File: config.mk
export PLATFORM = sky130hd
export DESIGN_NAME = sixteen_to_four_index_encoder
export DESIGN_NICKNAME = d
export VERILOG_FILES = /design/src/rtl/sixteen_to_four_index_encoder.sv
export SDC_FILE = /design/constraint.sdc
export NUM_CORES = 1
export LEC_CHECK = 0
export BUFFER_PORTS_ARGS = -buffer_cell sky130_fd_sc_hd__buf_2
export CORE_MARGIN = 1.5
export CORE_UTILIZATION = 58
export CTS_BUF_LIST = sky130_fd_sc_hd__clkbuf_4
export CTS_CLUSTER_SIZE = 28
export DETAILED_ROUTE_END_ITERATION = 10
export PLACE_DENSITY_LB_ADDON = 0.3
export SYNTH_ARGS = -nofsm -noshare
export SYNTH_HDL_FRONTEND = slang
export SYNTH_SLANG_ARGS = --single-unit
File: constraint.sdc
create_clock -name clk -period 3.7 [get_ports clk]
set_input_delay 0.185 -clock clk [delete_from_list [all_inputs] [get_ports clk]]
set_output_delay 0.185 -clock clk [all_outputs]
set_load 0.02 [all_outputs]
File: src/rtl/sixteen_to_four_index_encoder.sv
// Multi-hot to index-stream encoder: accepts a 16-bit vector, then emits one
// 4-bit index per set bit over a valid/ready stream, flagging the final index.
module sixteen_to_four_index_encoder #(
    parameter bit MSB_FIRST = 1'b0
) (
    input  logic        clk,
    input  logic        rst,
    input  logic        en,
    input  logic        in_valid,
    input  logic [15:0] in_vec,
    output logic        in_ready,
    output logic        out_valid,
    input  logic        out_ready,
    output logic [3:0]  out_idx,
    output logic        out_last,
    output logic [4:0]  out_cnt,
    output logic        zero_vec,
    output logic        busy
);

    typedef enum logic {
        IDLE,
        DRAIN
    } state_t;

    state_t      state_q, state_d;
    logic [15:0] pend_q, pend_d;
    logic [4:0]  cnt_q, cnt_d;
    logic        zero_q, zero_d;
    logic [3:0]  idx;
    logic        last;
    logic        accept;

    function automatic logic [4:0] popcount(input logic [15:0] v);
        logic [4:0] n;
        n = '0;
        for (int unsigned i = 0; i < 16; i++) begin
            n = n + {4'b0000, v[i]};
        end
        return n;
    endfunction

    // Priority select over the pending bits; the last match in scan order wins.
    always_comb begin
        idx = '0;
        if (MSB_FIRST) begin
            for (int unsigned i = 0; i < 16; i++) begin
                if (pend_q[i]) idx = 4'(i);
            end
        end else begin
            for (int unsigned i = 16; i > 0; i--) begin
                if (pend_q[i-1]) idx = 4'(i - 1);
            end
        end
    end

    assign last   = (pend_q != '0) && ((pend_q & (pend_q - 16'd1)) == '0);
    assign accept = in_valid && in_ready;

    always_comb begin
        state_d = state_q;
        pend_d  = pend_q;
        cnt_d   = cnt_q;
        zero_d  = 1'b0;
        case (state_q)
            IDLE: begin
                if (accept) begin
                    if (in_vec != '0) begin
                        pend_d  = in_vec;
                        cnt_d   = popcount(in_vec);
                        state_d = DRAIN;
                    end else begin
                        zero_d = 1'b1;
                    end
                end
            end
            DRAIN: begin
                if (out_ready) begin
                    pend_d = pend_q & ~(16'd1 << idx);
                    if (last) begin
                        pend_d  = '0;
                        state_d = IDLE;
                    end
                end
            end
            default: state_d = IDLE;
        endcase
    end

    always_ff @(posedge clk) begin
        if (rst) begin
            state_q <= IDLE;
            pend_q  <= '0;
            cnt_q   <= '0;
            zero_q  <= 1'b0;
        end else begin
            state_q <= state_d;
            pend_q  <= pend_d;
            cnt_q   <= cnt_d;
            zero_q  <= zero_d;
        end
    end

    assign in_ready  = (state_q == IDLE) && en;
    assign out_valid = (state_q == DRAIN);
    assign busy      = (state_q == DRAIN);
    assign out_idx   = idx;
    assign out_last  = last;
    assign out_cnt   = cnt_q;
    assign zero_vec  = zero_q;

endmodule
# [Yosys cells after proc, flatten, opt, wreduce, memory -nomap -nowiden]
# Cells that the tools add are included.
# Widths: inputs -> output; s select.
[word_totals] ff_bits=23 out_inout_bits=14 word_cells=65
[classes] n_addsub=16 n_eq_ne=3 shift=1 n_mux=27 bitwise=5 reduce_logical=9
[op_table] cell="$mux 16" n=4
[op_table] cell="$mux 4" n=16
[op_table] cell="$add 5x1->5" n=11
[op_table] cell="$and 16x16->16" n=2
[op_table] cell="$pmux 16 s2" n=1
[op_table] cell="$reduce_bool 16->1" n=2
[op_table] cell="$logic_not 16->1" n=1
[op_table] cell="$not 16->16" n=1
[op_table] cell="$shl 1x4->16 const A" n=1
[op_table] cell="$sub 16x1->16 const B" n=1
[op_table] cell="$ne 2x2->1 const B" n=3
[op_table] cell="$reduce_and 3->1" n=2
[op_table] cell="$add 4x1->5" n=1
[op_table] cell="$mux 1" n=5
[op_table] cell="$add 3x1->4" n=1
[op_table] cell="$add 2x1->3" n=1
[op_table] cell="$logic_and 1x1->1" n=3
[op_table] cell="$reduce_or 3->1" n=1
[op_table] cell="$add 1x1->2" n=1
[op_table] cell="$not 1->1" n=2
[op_table] cell="$pmux 1 s2" n=1

# [Longest topological paths before layout]
# Gate-level depths: netlist of run 1.
[depth] ltp_word=22 depth_mapped=12

# [Least setup slack after synthesis of run 1]
# OpenSTA, ideal clock, no wires.
[synth_timing] kind="input port to flip-flop" startpoint="input in_vec[0]" endpoint="register cnt_q[2], in the netlist out_cnt[2]" setup_time_ns=0.071 arrival_time_ns=3.117 t_required_ns=3.629 slack_ns=0.512 path_stages=12 path_cell_list="fa_1 -> inv_1 -> fa_1 -> fa_1 -> fa_1 -> inv_1 -> ha_1 -> inv_1 -> fa_1 -> xnor2_1 -> nand2_1 -> a21oi_1"
[synth_via] elab_chain_cells=15 word_cells_on_any_way=17 cone_classes="add/sub (15); reduce/logical (2)"
[synth_lines] item="from (decl)" line_no="10" text="input logic [15:0] in_vec,"
[synth_lines] item="$add 1x1->2" line_no="38" text="n = n + {4'b0000, v[i]};"
[synth_lines] item="$add 2x1->3" line_no="38"
[synth_lines] item="$add 3x1->4" line_no="38"
[synth_lines] item="$add 4x1->5" line_no="38"
[synth_lines] item="$add 5x1->5 (11 in series)" line_no="38"
[synth_lines] item="to (signal assigned)" line_no="99" text="cnt_q <= cnt_d;"
[synth_lines] item="to (decl)" line_no="28" text="logic [4:0] cnt_q, cnt_d;"
# Several ways; a longest one is shown, not always the timed one.
# A chain may end at the register's enable or synchronous reset.

# [Worst setup path after layout of run 1]
[layout_timing] startpoint="input in_vec[0]" endpoint="register cnt_q[3], in the netlist out_cnt[3]"
# Same word-level chain as after synthesis.

==> results_dict.tcl, run 1 <==
set metrics [dict create \
    ctsRootBufferMaster "clkbuf_4" \
    grt_setup_unrepaired "no" \
    cts_resized 0 \
    synth_top_family_by_area "compound AO/OA/AOI/OAI gates" \
    cts_setup_buffers 0 \
    cp-start-kind "input pin" \
    r2r_cells 6 \
    top_layer_used "met4" \
    drt-pass1-iter-count 5 \
    hp-class "in -> reg" \
    synthMuxAreaShare 0.02674 \
    finalCritPeriodShare 0.8582 \
    arrival_ns 3.44 \
    fill_cells 304 \
    clk_latency_ns 0.33 \
    post-place-ws_ns 0.1729 \
    portBuffers 34 \
    synthArstFlopShare 0 \
    grt-ovfl-total 0 \
    synth_flop_cell "dfxtp_1" \
    dieArea_mm2 0.003831 \
    avgRoutedWirePerCell_um 16.73 \
    synth_edf_count 0 \
    cts_max_level 1 \
    synthTopCellsByArea "dfxtp_1 (23%), fa_1 (10%), inv_1 (5.2%)" \
    wl_met2_um 2571 \
    dp_hpwl_um 3964 \
    dr_wl_met3_um 325 \
    path_clk_slew_ns 0.14 \
    ant_nets 0 \
    netlist_area_mm2 0.002012 \
    status "completed" \
    fp.dieW_um 61.90 \
    area_growth_pct 8.395 \
    min_path_cells 2 \
    synth_simple_gate_area_share 0.2208 \
    ys_warn_count 0 \
    synth-xor-area-share 0.008706 \
    setup_tns_ns 0 \
    num_rows 21 \
    start_util 0.6029 \
    cap_viol_max_count 0 \
    tightest_slew_ns 0.8196 \
    critPathKind "in -> reg" \
    drive_above_1_share 0.1873 \
    track_usage 0.2997 \
    synth_top_area_frac 0.2289 \
    synth_commonest_cells "inv_1 (28), dfxtp_1 (23), nand2_1 (22), nor2_1 (12), a21oi_1 (11)" \
    wl_um 5235 \
    max-vdd-ir-drop_v 0.0003118 \
    r2r_slack_ns 1.20 \
    antenna_found_initial 0 \
    hold_ws_ns 0.03962 \
    p_leak_uw 0.0009147 \
    synthCells 246 \
    hold_viol 0 \
    via_per_inst 6.259 \
    fin_crit_ns 3.175 \
    core_area_mm2 0.003337 \
    cts_hold_buf 0 \
    layout_setup_ws_ns 0.5246 \
    drt-initial-drc-count 233 \
    synth-seq-cells 23 \
    ys_types 55 \
    synth_fp_nets 283 \
    first_global_vias 1712 \
    grt_pass1_wl_um 8431 \
    cts_inserted_buffers 3 \
    synth.most_common_cell "inv_1" \
    antenna_cells 0 \
    grt_max_degree 25 \
    fmax_ghz 0.3149 \
    yosys.area_share.adder 0.1418 \
    synth_compound_area_frac 0.2643 \
    fin_worst_skew_ns 0.009368 \
    nNetsFinal 305 \
    dieHeight_um 61.90 \
    cts_tree "done" \
    synth_seq_area_share 0.2289 \
    clkSinkCount 23 \
    cp-end-kind "flip-flop" \
    p_total_uw 938.0 \
    power_density_mw_per_mm2 430.1 \
    gp_congestion 0.9158 \
    avgSynthCellArea_um2 8.179 \
    setup_viol 0 \
    num_io_pins 35 \
    clockBufferDepth 2 \
    drv_slew 0 \
    required_ns 3.96 \
    drc 0 \
    wirelength_met1_um 2244 \
    relSlewSlack 0.4394 \
    yosysTopAreaCell "dfxtp_1" \
    crit_fanout 3 \
    vias 1959 \
]
## layout make-up
cell class / count / area, um^2 / share of cell area
Timing Repair Buffer: 36 / 185.2 / 0.08491
Tap cell: 46 / 57.56 / 0.02639
Multi-Input combinational cell: 174 / 1333 / 0.6110
Inverter: 30 / 115.1 / 0.05278
Sequential cell: 23 / 460.4 / 0.2111
Clock buffer: 4 / 30.03 / 0.01377
## cells in the final DEF (no fill, tap or decap), types with 2 or more instances in the layout
| master | Yosys | layout |
|---|---|---|
| and2_1 | 6 | 6 |
| nor2b_1 | 4 | 4 |
| a31oi_1 | 3 | 3 |
| nand4_1 | 2 | 2 |
| o21a_1 | 2 | 2 |
| buf_2 | 5 | 34 |
| xnor2_1 | 2 | 2 |
| nor3_1 | 6 | 6 |
| o31a_1 | 8 | 8 |
| nand2b_1 | 2 | 2 |
| or4_1 | 2 | 2 |
| mux2i_1 | 2 | 2 |
| o32ai_1 | 3 | 3 |
| nand3_1 | 7 | 7 |
| buf_4 | 3 | 2 |
| a2111oi_0 | 3 | 3 |
| or2_1 | 3 | 3 |
| clkbuf_4 | 0 | 4 |
| o211ai_1 | 3 | 3 |
| dfxtp_1 | 23 | 23 |
| nor4_1 | 4 | 4 |
| fa_1 | 10 | 10 |
| nor3b_1 | 3 | 3 |
| o21ai_0 | 6 | 6 |
| o41ai_1 | 3 | 3 |
| inv_1 | 28 | 28 |
| mux2_2 | 3 | 3 |
| o22ai_1 | 9 | 9 |
| o31ai_1 | 4 | 4 |
| ha_1 | 6 | 6 |
| nor2_1 | 12 | 12 |
| nand2_1 | 22 | 22 |
| nor4_4 | 3 | 3 |
| a21oi_1 | 11 | 11 |
| a211oi_1 | 4 | 4 |
## path summary, 6_finish.rpt
path                                               from                      end
worst max-delay path                          in_vec[0]  out_cnt[3]$_SDFFE_PP0P_
worst min register to register  out_cnt[0]$_SDFFE_PP0P_  out_cnt[0]$_SDFFE_PP0P_
worst min-delay path                          out_ready          busy$_SDFF_PP0_
worst max register to register   pend_q[2]$_SDFFE_PP0P_  pend_q[13]$_SDFFE_PP0P_
## kinds of logic after synthesis
kind of cell / Yosys count
AOI/OAI and AO/OA: 72
adders and majority gates: 17
buffers and inverters: 49
DFF: 23
and+or+nand+nor: 78
xor gates and xnor gates: 2
muxes: 5
## power by group
group          leakage, uW  internal, uW  switching [uW]
clock            0.0000184          49.7            83.4
combinational     0.000709           210             289
sequential        0.000188           269            37.5
## critical path, cell delays in order
cell and delay, ns:
buf_2 0.12, fa_1 0.53, inv_1 0.05, fa_1 0.37, inv_1 0.08, fa_1 0.45
fa_1 0.53, ha_1 0.33, a21o_1 0.20, a21oi_1 0.20, xnor2_1 0.14, nand2_1 0.07
a21oi_1 0.16
## flip-flops by register name (all words and copies together), names as in the netlist
register / flops
pend_q: 16
out_cnt: 5
busy: 1
zero_vec: 1
## metal layers
metal | vias to the layer above | track usage
met2 | 88 | 0.4812
met5 | - | 0
met4 | 0 | 0.08207
met3 | 13 | 0.05797
li1 | 940 | -
met1 | 918 | 0.4142
## metrics by stage
step	cells	util	instance area, um^2
after floorplan	246	-	2012
after global placement	309	0.6445	2151
after detailed placement	309	0.6445	2151
after CTS	313	0.6535	2181
after global routing	313	0.6535	2181
final	313	0.6535	2181
Power figures use the tool's default switching activity.
==> inputs of run 2 (changes only) <==
- REMOVE_ABC_BUFFERS: unset -> 1
- SLEW_MARGIN: unset -> 20
==> run 2 against run 1 <==
  * Core utilization shrank 0.22 points
  * Cell area shrank 0.34%
  * Highest routed layer unchanged
  * Die area is the same
  * Wire length grew 0.38%
  * Largest cell class unchanged
==> results_dict.tcl, run 2 (synthesis gave the netlist of run 1 again) <==
set metrics [dict create \
    status "completed" \
    num_io_pins 35 \
    grt_pass1_wl_um 8335 \
    drt-pass1-iter-count 5 \
    portBuffers 34 \
    arrival_ns 3.43 \
    pwr-share-clk 0.135 \
    intPower_uw 528.1 \
    final_cell_mix "buf_2 (34), inv_1 (28), dfxtp_1 (23)" \
    wl_um 5255 \
    clk_latency_ns 0.31 \
    cp-end-kind "flip-flop" \
    start_util 0.6029 \
    ant_nets 0 \
    ctsRootBufferMaster "clkbuf_4" \
    fin_crit_ns 3.178 \
    drt-initial-drc-count 292 \
    fin_worst_skew_ns 0.007292 \
    setup_viol 0 \
    critPathKind "in -> reg" \
    cts_tree "done" \
    pwr-share-comb 0.536 \
    r2r_cells 6 \
    cp-start-kind "input pin" \
    cts_inserted_buffers 3 \
    fill_cells 297 \
    area_growth_pct 8.022 \
    relSlewSlack 0.4314 \
    switching_share 0.4322 \
    crit_fanout 3 \
    drc 0 \
    hold_viol 0 \
    avgRoutedWirePerCell_um 16.84 \
    largest_register_ffs 16 \
    first_global_vias 1729 \
    grt_setup_unrepaired "no" \
    gp_congestion 0.8867 \
    top_register "pend_q" \
    cap_viol_max_count 0 \
    dieArea_mm2 0.003831 \
    max-vdd-ir-drop_v 0.0003413 \
    tightest_slew_ns 0.8419 \
    min_path_cells 2 \
    r2r_slack_ns 1.20 \
    seq_power_share 0.330 \
    via_per_inst 6.420 \
    worst_r2r_endpoint "pend_q[13]$_SDFFE_PP0P_" \
    fmax_ghz 0.3146 \
    utilization 0.6513 \
    rr_startpoint "pend_q[2]$_SDFFE_PP0P_" \
    track_usage 0.2960 \
    setup_tns_ns 0 \
    dp_hpwl_um 3960 \
    grt_max_degree 25 \
    hold_path_startpoint "out_ready" \
    hold_end "busy$_SDFF_PP0_" \
    antenna_found_initial 0 \
    p_switching_uw 402.0 \
    clkSinkCount 23 \
    required_ns 3.95 \
    clockBufferDepth 2 \
    drv_slew 0 \
    cts_setup_buffers 0 \
    fp.dieW_um 61.90 \
    dieHeight_um 61.90 \
    nNetsFinal 304 \
    cts_resized 0 \
    power_density_mw_per_mm2 428.0 \
    antenna_cells 0 \
    grt-ovfl-total 0 \
    vias 2003 \
    cts_max_level 1 \
    core_area_mm2 0.003337 \
    cts_hold_buf 0 \
    finalCritPeriodShare 0.8590 \
    p_leak_uw 0.0009106 \
    drive_above_1_share 0.1842 \
    path_clk_slew_ns 0.13 \
    num_rows 21 \
    hp-class "in -> reg" \
    final_common_cell "buf_2" \
]
run 2: cell count changes in the layout (fill, tap and decap cells not counted), sizes merged:
| cell | previous run | this run |
|---|---|---|
| buf | 36 | 35 |
run 2: area by class of cell:
cell class	count	area (um^2)	area share
Clock buffer	4	30.03	0.01382
Inverter	30	115.1	0.05296
Timing Repair Buffer	35	177.7	0.08175
Multi-Input combinational cell	174	1333	0.6131
Tap cell	46	57.56	0.02648
Sequential cell	23	460.4	0.2119
run 2: worst max-delay path by stage:
stage	startpoint	to	slack, ns
4_1_cts	in_vec[0]	out_cnt[2]$_SDFFE_PP0P_	0.52
2_1_floorplan	in_vec[0]	out_cnt[2]$_SDFFE_PP0P_	0.51
5_1_grt	in_vec[0]	out_cnt[2]$_SDFFE_PP0P_	0.40
6_report	in_vec[0]	out_cnt[2]$_SDFFE_PP0P_	0.52
3_3_place_gp	in_vec[0]	out_cnt[2]$_SDFFE_PP0P_	0.32
3_5_place_dp	in_vec[0]	out_cnt[2]$_SDFFE_PP0P_	0.18
run 2: per-layer routing:
layer  track usage  vias to the layer above  routed length [um]
met3       0.05797                        4                 446
met1        0.4212                      954                2233
met5             0                        -                   0
met4       0.04559                        0                  19
li1              -                      931                   -
met2        0.4782                      114                2555
run 2: worst max-delay path, cell delays in order:
cell and delay, ns:
buf_2 0.12, fa_1 0.53, inv_1 0.05, fa_1 0.49
fa_1 0.55, fa_1 0.41, inv_1 0.07, ha_1 0.16
inv_1 0.05, fa_1 0.40, xnor2_1 0.17, nand2_1 0.08
a21oi_1 0.17
run 2: power by group through the flow:
| stage | Sequential [uW] | Clock (uW) | Combinational (uW) |
|---|---|---|---|
| after floorplan | 317 | 0 | 346 |
| after global placement | 311 | 0 | 476 |
| after detailed placement | 312 | 0 | 496 |
| after CTS | 306 | 131 | 499 |
| after global routing | 310 | 139 | 556 |
| final | 306 | 125 | 498 |
run 2: stage by stage:
step	total power, uW	hold slack, ns	instance area [um^2]	std cells	setup slack, ns
2_1_floorplan	662.6	0.2541	1908	227	0.5058
3_3_place_gp	786.7	0.4052	2143	308	0.3152
3_5_place_dp	807.4	0.4134	2143	308	0.1808
4_1_cts	936.0	0.06910	2173	312	0.5198
5_1_grt	1005	0.05889	2173	312	0.3961
6_report	930.1	0.06997	2173	312	0.5217
